### src/rtl/vote_collector.sv
// vote_collector: opens a timed voting window, latches yes/no votes from four voters and
// presents the yes mask with a valid/ack handshake. Optional macro: VOTE_REVOTE_EN (allow recasting).
module vote_collector #(
  parameter int WINDOW_CYCLES = 1000,
  parameter int CNT_W         = 16
) (
  input  logic       clk,
  input  logic       rst,
  input  logic       start,
  input  logic [3:0] vote_yes,
  input  logic [3:0] vote_no,
  input  logic       ballot_ack,
  output logic [3:0] ballot,
  output logic       ballot_valid,
  output logic [3:0] voted,
  output logic       busy
);

  typedef enum logic [1:0] {IDLE, OPEN, HOLD} state_t;

  localparam logic [CNT_W-1:0] LAST_COUNT = CNT_W'(WINDOW_CYCLES - 1);

  state_t           state, state_next;
  logic [3:0]       ballot_next, voted_next;
  logic [CNT_W-1:0] counter, counter_next;
  logic             close_window;

  // State, ballot, voted mask and window counter all update together on the rising edge
  always_ff @(posedge clk or posedge rst) begin
    if (rst) begin
      state   <= IDLE;
      ballot  <= 4'b0000;
      voted   <= 4'b0000;
      counter <= '0;
    end else begin
      state   <= state_next;
      ballot  <= ballot_next;
      voted   <= voted_next;
      counter <= counter_next;
    end
  end

  // Close decision looks at the voted mask including this edge's votes, so the fourth vote closes at once
  always_comb begin
    state_next   = state;
    ballot_next  = ballot;
    voted_next   = voted;
    counter_next = counter;
    close_window = 1'b0;

    case (state)
      IDLE: begin
        if (start) begin
          state_next   = OPEN;
          ballot_next  = 4'b0000;
          voted_next   = 4'b0000;
          counter_next = '0;
        end
      end

      OPEN: begin
        for (int i = 0; i < 4; i++) begin
`ifdef VOTE_REVOTE_EN
          if (vote_yes[i] ^ vote_no[i]) begin
`else
          if ((vote_yes[i] ^ vote_no[i]) && !voted[i]) begin
`endif
            voted_next[i]  = 1'b1;
            ballot_next[i] = vote_yes[i];
          end
        end

`ifdef VOTE_REVOTE_EN
        close_window = (counter == LAST_COUNT);
`else
        close_window = (voted_next == 4'b1111) || (counter == LAST_COUNT);
`endif

        if (close_window) begin
          state_next = HOLD;
        end else begin
          counter_next = counter + CNT_W'(1);
        end
      end

      HOLD: begin
        if (ballot_ack) begin
          state_next = IDLE;
        end
      end

      default: begin
        state_next = IDLE;
      end
    endcase
  end

  assign ballot_valid = (state == HOLD);
  assign busy         = (state != IDLE);

endmodule

### config.mk
export PLATFORM = sky130hd
export DESIGN_NAME = vote_collector
export DESIGN_NICKNAME = d
export VERILOG_FILES = /design/src/rtl/vote_collector.sv
export SDC_FILE = /design/constraint.sdc
export NUM_CORES = 1
export LEC_CHECK = 0
export CAP_MARGIN = 0
export CORE_UTILIZATION = 45
export CTS_BUF_LIST = sky130_fd_sc_hd__clkbuf_16
export DETAILED_ROUTE_END_ITERATION = 7
export PLACE_DENSITY = 0.77
export SETUP_SLACK_MARGIN = 0.02
export SLEW_MARGIN = 25
export SYNTH_ARGS = -nofsm -noshare
export SYNTH_HDL_FRONTEND = slang
export SYNTH_SLANG_ARGS = --single-unit
### constraint.sdc
create_clock -name clk -period 1.87 [get_ports clk]
set_input_delay 0.187 -clock clk [delete_from_list [all_inputs] [get_ports clk]]
set_output_delay 0.187 -clock clk [all_outputs]
set_load 0.05 [all_outputs]
Word level (Yosys, flattened, before mapping) --
Cells that the tools add are included.
Word-level totals: register bits after elaboration 26, word-level logic and storage cells 65, output and inout bits 10, input bits 12
Operators by class: reduce and logical (&&, ||, !) cells 19, bitwise operators 4, equal/unequal tests 12, mux-type cells 22, add/sub/neg operators 1
Operators with widths (number):
- two-way mux 16 bit | 2
- one-hot mux 16 bit (2 select lines) | 1
- AND reduction 3 bit | 6
- adder 16 x 1 -> 16 bit (second input constant) | 1
- equality test 16 x 10 -> 1 bit (second input constant) | 1
- inequality test 2 bit (second input constant) | 8
- one-hot mux 4 bit (2 select lines) | 2
- two-way mux 1 bit | 12
- two-way mux 2 bit | 3
- one-hot mux 2 bit (3 select lines) | 1
- equality test 4 bit (second input constant) | 1
- logical AND 1 bit | 4
- logical NOT 1 bit | 4
- two-way mux 4 bit | 1
- nonzero test 2 bit | 2
- XOR 1 bit | 4
- equality test 2 x 1 -> 1 bit (second input constant) | 1
- equality test 2 bit (second input constant) | 1
- logical NOT 2 bit | 1
- AND reduction 2 bit | 1
- logical OR 1 bit | 1

Longest topological paths before layout --
word-level depth 8, depth in mapped cells 8, depth with buffers taken out 7

Least setup slack after synthesis --
OpenSTA, ideal clock, no wires.
path kind reg2reg, start point register counter[0], end point register counter[7], arrival time 1637 ps, cell stages (with the launch flop) 8, data required time 1744 ps, slack 107 ps, setup time 126 ps, clock period less this slack 1763 ps, path buffers 1, path through dfrtp_1 -> ha_1 -> and4b_1 -> nand4_1 -> o211ai_1 -> and2_1 -> buf_4 -> a221o_1
On the way: longest elaborated chain between the ends 4, elaborated cells between the ends (all ways) 7, those cells by class 1 x add/sub; 2 x eq/ne; 2 x mux; 2 x reduce/logical
Ends and longest elaborated chain:
- start: declaration | line 25 | logic [CNT_W-1:0] counter, counter_next;
- start signal: assignment | line 39 | counter <= counter_next;
- branches (longest 4 deep; another with adder 16 x 1 -> 16 bit)
Several ways; the timed one is not identified. The select of a mux whose other input is x is not followed. A chain may end at the register's enable or synchronous reset.

Worst setup path in the final report --
start point register counter[1], end point register counter[12]
Same word-level chain as after synthesis.

==> out/metrics.yaml <==
cts_tree: "done"
antenna_found_initial: 0
die_width_um: 59.31
cts_root_buf: "clkbuf_16"
min_path_type: "input pin to async pin"
core_sq_um: 3078
viasPerCell: 5.816
wire_per_inst_um: 15.47
end_kind: "register"
setup_viol: 0
syn_area_sq_um: 1478
arrival_ps: 1920
initial_utilization: 0.4801
worstPathRequired_ps: 2020
crit_slowest_cell: "dfrtp_1"
worstSetupStartpointType: "register"
num_vias: 1483
cap_viol_max_count: 0
cts_buffers: 3
dr.pass1.iters: 4
grt.total_usage: 0.2276
synth-seq-area-share: 0.4403
nets: 225
slew_headroom: 0.6580
wirelength_mm: 3.944
cts_max_path_buffers: 2
period_needed_ps: 1772
portBuffers: 21
multi_input_area_sq_um: 807.0
syn_inst: 166
synthFlopType: "dfrtp_1"
h-tree-depth: 1
path_class: "register to register"
fin_worst_skew_ps: 4.441
rows: 20
grt_pass1_vias: 1341
leakage_nw: 0.9694
crit_family: "simple AND/OR/NAND/NOR gates"
path_max_fanout: 3
status: "complete, no violations"
clkLatencyLatePin_ps: 260
die_area_sq_um: 3517
powerDensity_nw_per_um2: 1565
cp_cell_sequence: "ha_2, buf_4, nand3_1, nor3_1, nand3_1, and3_1, a211o_1"
cp_num_buf_inv: 1
antennaDiodeCount: 0
final_util: 0.6646
ios: 22
vdd_ir_drop_max_mv: 0.8138
setup-tns-final_ps: 0
yosysUniqueCellTypes: 44
final-hold-violation-count: 0
fillers: 247
fmaxAchievable_ghz: 0.5643
power_mw: 3.202
remaining_drc_errors: 0
worstMarginPinSlew_ps: 512.2
dp_hpwl_mm: 2.582
grt_max_degree: 27
yosys_warnings: 0
die_height_um: 59.31
register_area_sq_um: 650.6
gp_congestion: 0.8509
fin_ws_ps: 98.01
slowest_delay_ps: 370
syn_area_per_cell_sq_um: 8.902
slew_viol_final: 0
period_share: 0.9476
ant_nets: 0
ys_seq_elements: 26
rsz0062_at_grt: "yes"
postSynth.asyncResetShare: 1.000
drive_gt1_frac: 0.2133
area_growth_pct: 38.44
path_clk_slew_ps: 60
synth_edf_count: 0
grt_pass1_wl_mm: 6.009
grt.overflow.total: 0
clock-sinks: 26
synth_nets: 179
crit_top_cell: "nand3_1"
dp_slack_ps: -177.9
first_iter_violations: 67
final timing paths:
path                                         from                      end  slack (ps)  depth (start not counted)
min                                           rst    ballot[2]$_DFFE_PP0P_         280                          3
min in group clk            ballot[0]$_DFFE_PP0P_    ballot[0]$_DFFE_PP0P_         520                          2
min reg2reg                 ballot[0]$_DFFE_PP0P_    ballot[0]$_DFFE_PP0P_         520                          2
max in group asynchronous                     rst  counter[11]$_DFFE_PP0P_        1340                          3
max                        counter[1]$_DFFE_PP0P_  counter[12]$_DFFE_PP0P_         100                          7
max reg2reg                counter[1]$_DFFE_PP0P_  counter[12]$_DFFE_PP0P_         100                          7
metrics by stage:
| stage | hold WS [ps] | cell area, sq um | std cells |
|---|---|---|---|
| after floorplan | 227.0 | 1478 | 166 |
| after global placement | 489.3 | 1851 | 244 |
| after detailed placement | 502.1 | 1851 | 244 |
| after CTS | 291.1 | 1934 | 248 |
| after global routing | 364.3 | 2046 | 255 |
| final | 275.1 | 2046 | 255 |
where the power goes:
part | switching (mW) | internal (mW)
clock | 0.193 | 0.286
sequential | 0.155 | 0.727
combinational | 1.13 | 0.707
total | 1.48 | 1.72
timing repair:
action                     4_1_cts  5_1_grt
hold buffers                     0        0
setup buffers                    0        5
resized for setup                2       17
setup endpoints to repair        4       11
pin swaps                        0        8
cloned                           0        2
cell families after synthesis:
group / synth area share
xor+xnor: 0.02371
mux: 0.006774
buf+inv: 0.04995
flops: 0.4403
fa+ha+maj: 0.008466
simple gates: 0.2472
compound gates: 0.2236
worst min-delay path, stage by stage:
cell and delay (ps):
clkdlybuf4s50_1 390, inv_1 50, buf_4 310
sequential cells by signal, indices dropped and copies added (netlist names):
signal and count:
ballot 4, voted 4, counter 16, state 2
cells in the final DEF (no fill, tap or decap), types with 2 or more instances in the layout:
master	instances
a211o_1	2
a21o_1	5
a21oi_1	11
a221o_1	3
and3_1	2
buf_4	26
buf_6	2
clkbuf_16	3
clkdlybuf4s50_1	19
dfrtp_1	26
inv_1	7
inv_2	2
nand2_1	12
nand2b_1	2
nand3_1	11
nand4_1	3
nor2_1	17
nor2b_1	3
nor3_1	2
nor3b_1	2
nor4b_2	2
o211ai_1	3
o21ai_0	12
o21ai_1	2
o22ai_1	2
o31ai_1	3
or3_1	2
xor2_2	3
per-layer routing:
layer	wire, um	global-route usage	up-vias
met1	1659	0.2907	727
met5	0	0	-
li1	-	-	692
met4	51	0.06803	0
met3	219	0.02620	5
met2	2014	0.4013	59
cell usage after synthesis, drive strengths merged (2+ instances only):
master / count / area, sq um
a21o: 5 / 37.54
or3: 2 / 12.51
nor3b: 2 / 15.01
dfrtp: 26 / 650.6
inv: 9 / 33.78
a21oi: 11 / 55.05
nand2: 12 / 45.04
o211ai: 3 / 22.52
o31ai: 3 / 22.52
nor2b: 3 / 18.77
nand4: 4 / 40.04
nand3: 11 / 55.05
xor2: 4 / 35.03
buf: 6 / 36.28
a221o: 3 / 30.03
o22ai: 3 / 18.77
o21ai: 14 / 70.07
nor3: 2 / 10.01
and2: 2 / 12.51
a211o: 2 / 17.52
nand2b: 2 / 12.51
and3: 2 / 12.51
nor2: 17 / 63.81
nor4b: 2 / 17.52
layout make-up:
type,count,area share
flip-flops and latches,26,0.3180
inverters,9,0.01651
clock inverters,1,0.001835
clock buffers,3,0.03670
well taps,44,0.02691
multi-input cells,124,0.3945
repair buffers,48,0.2055
(Power assumes the default switching activity.)
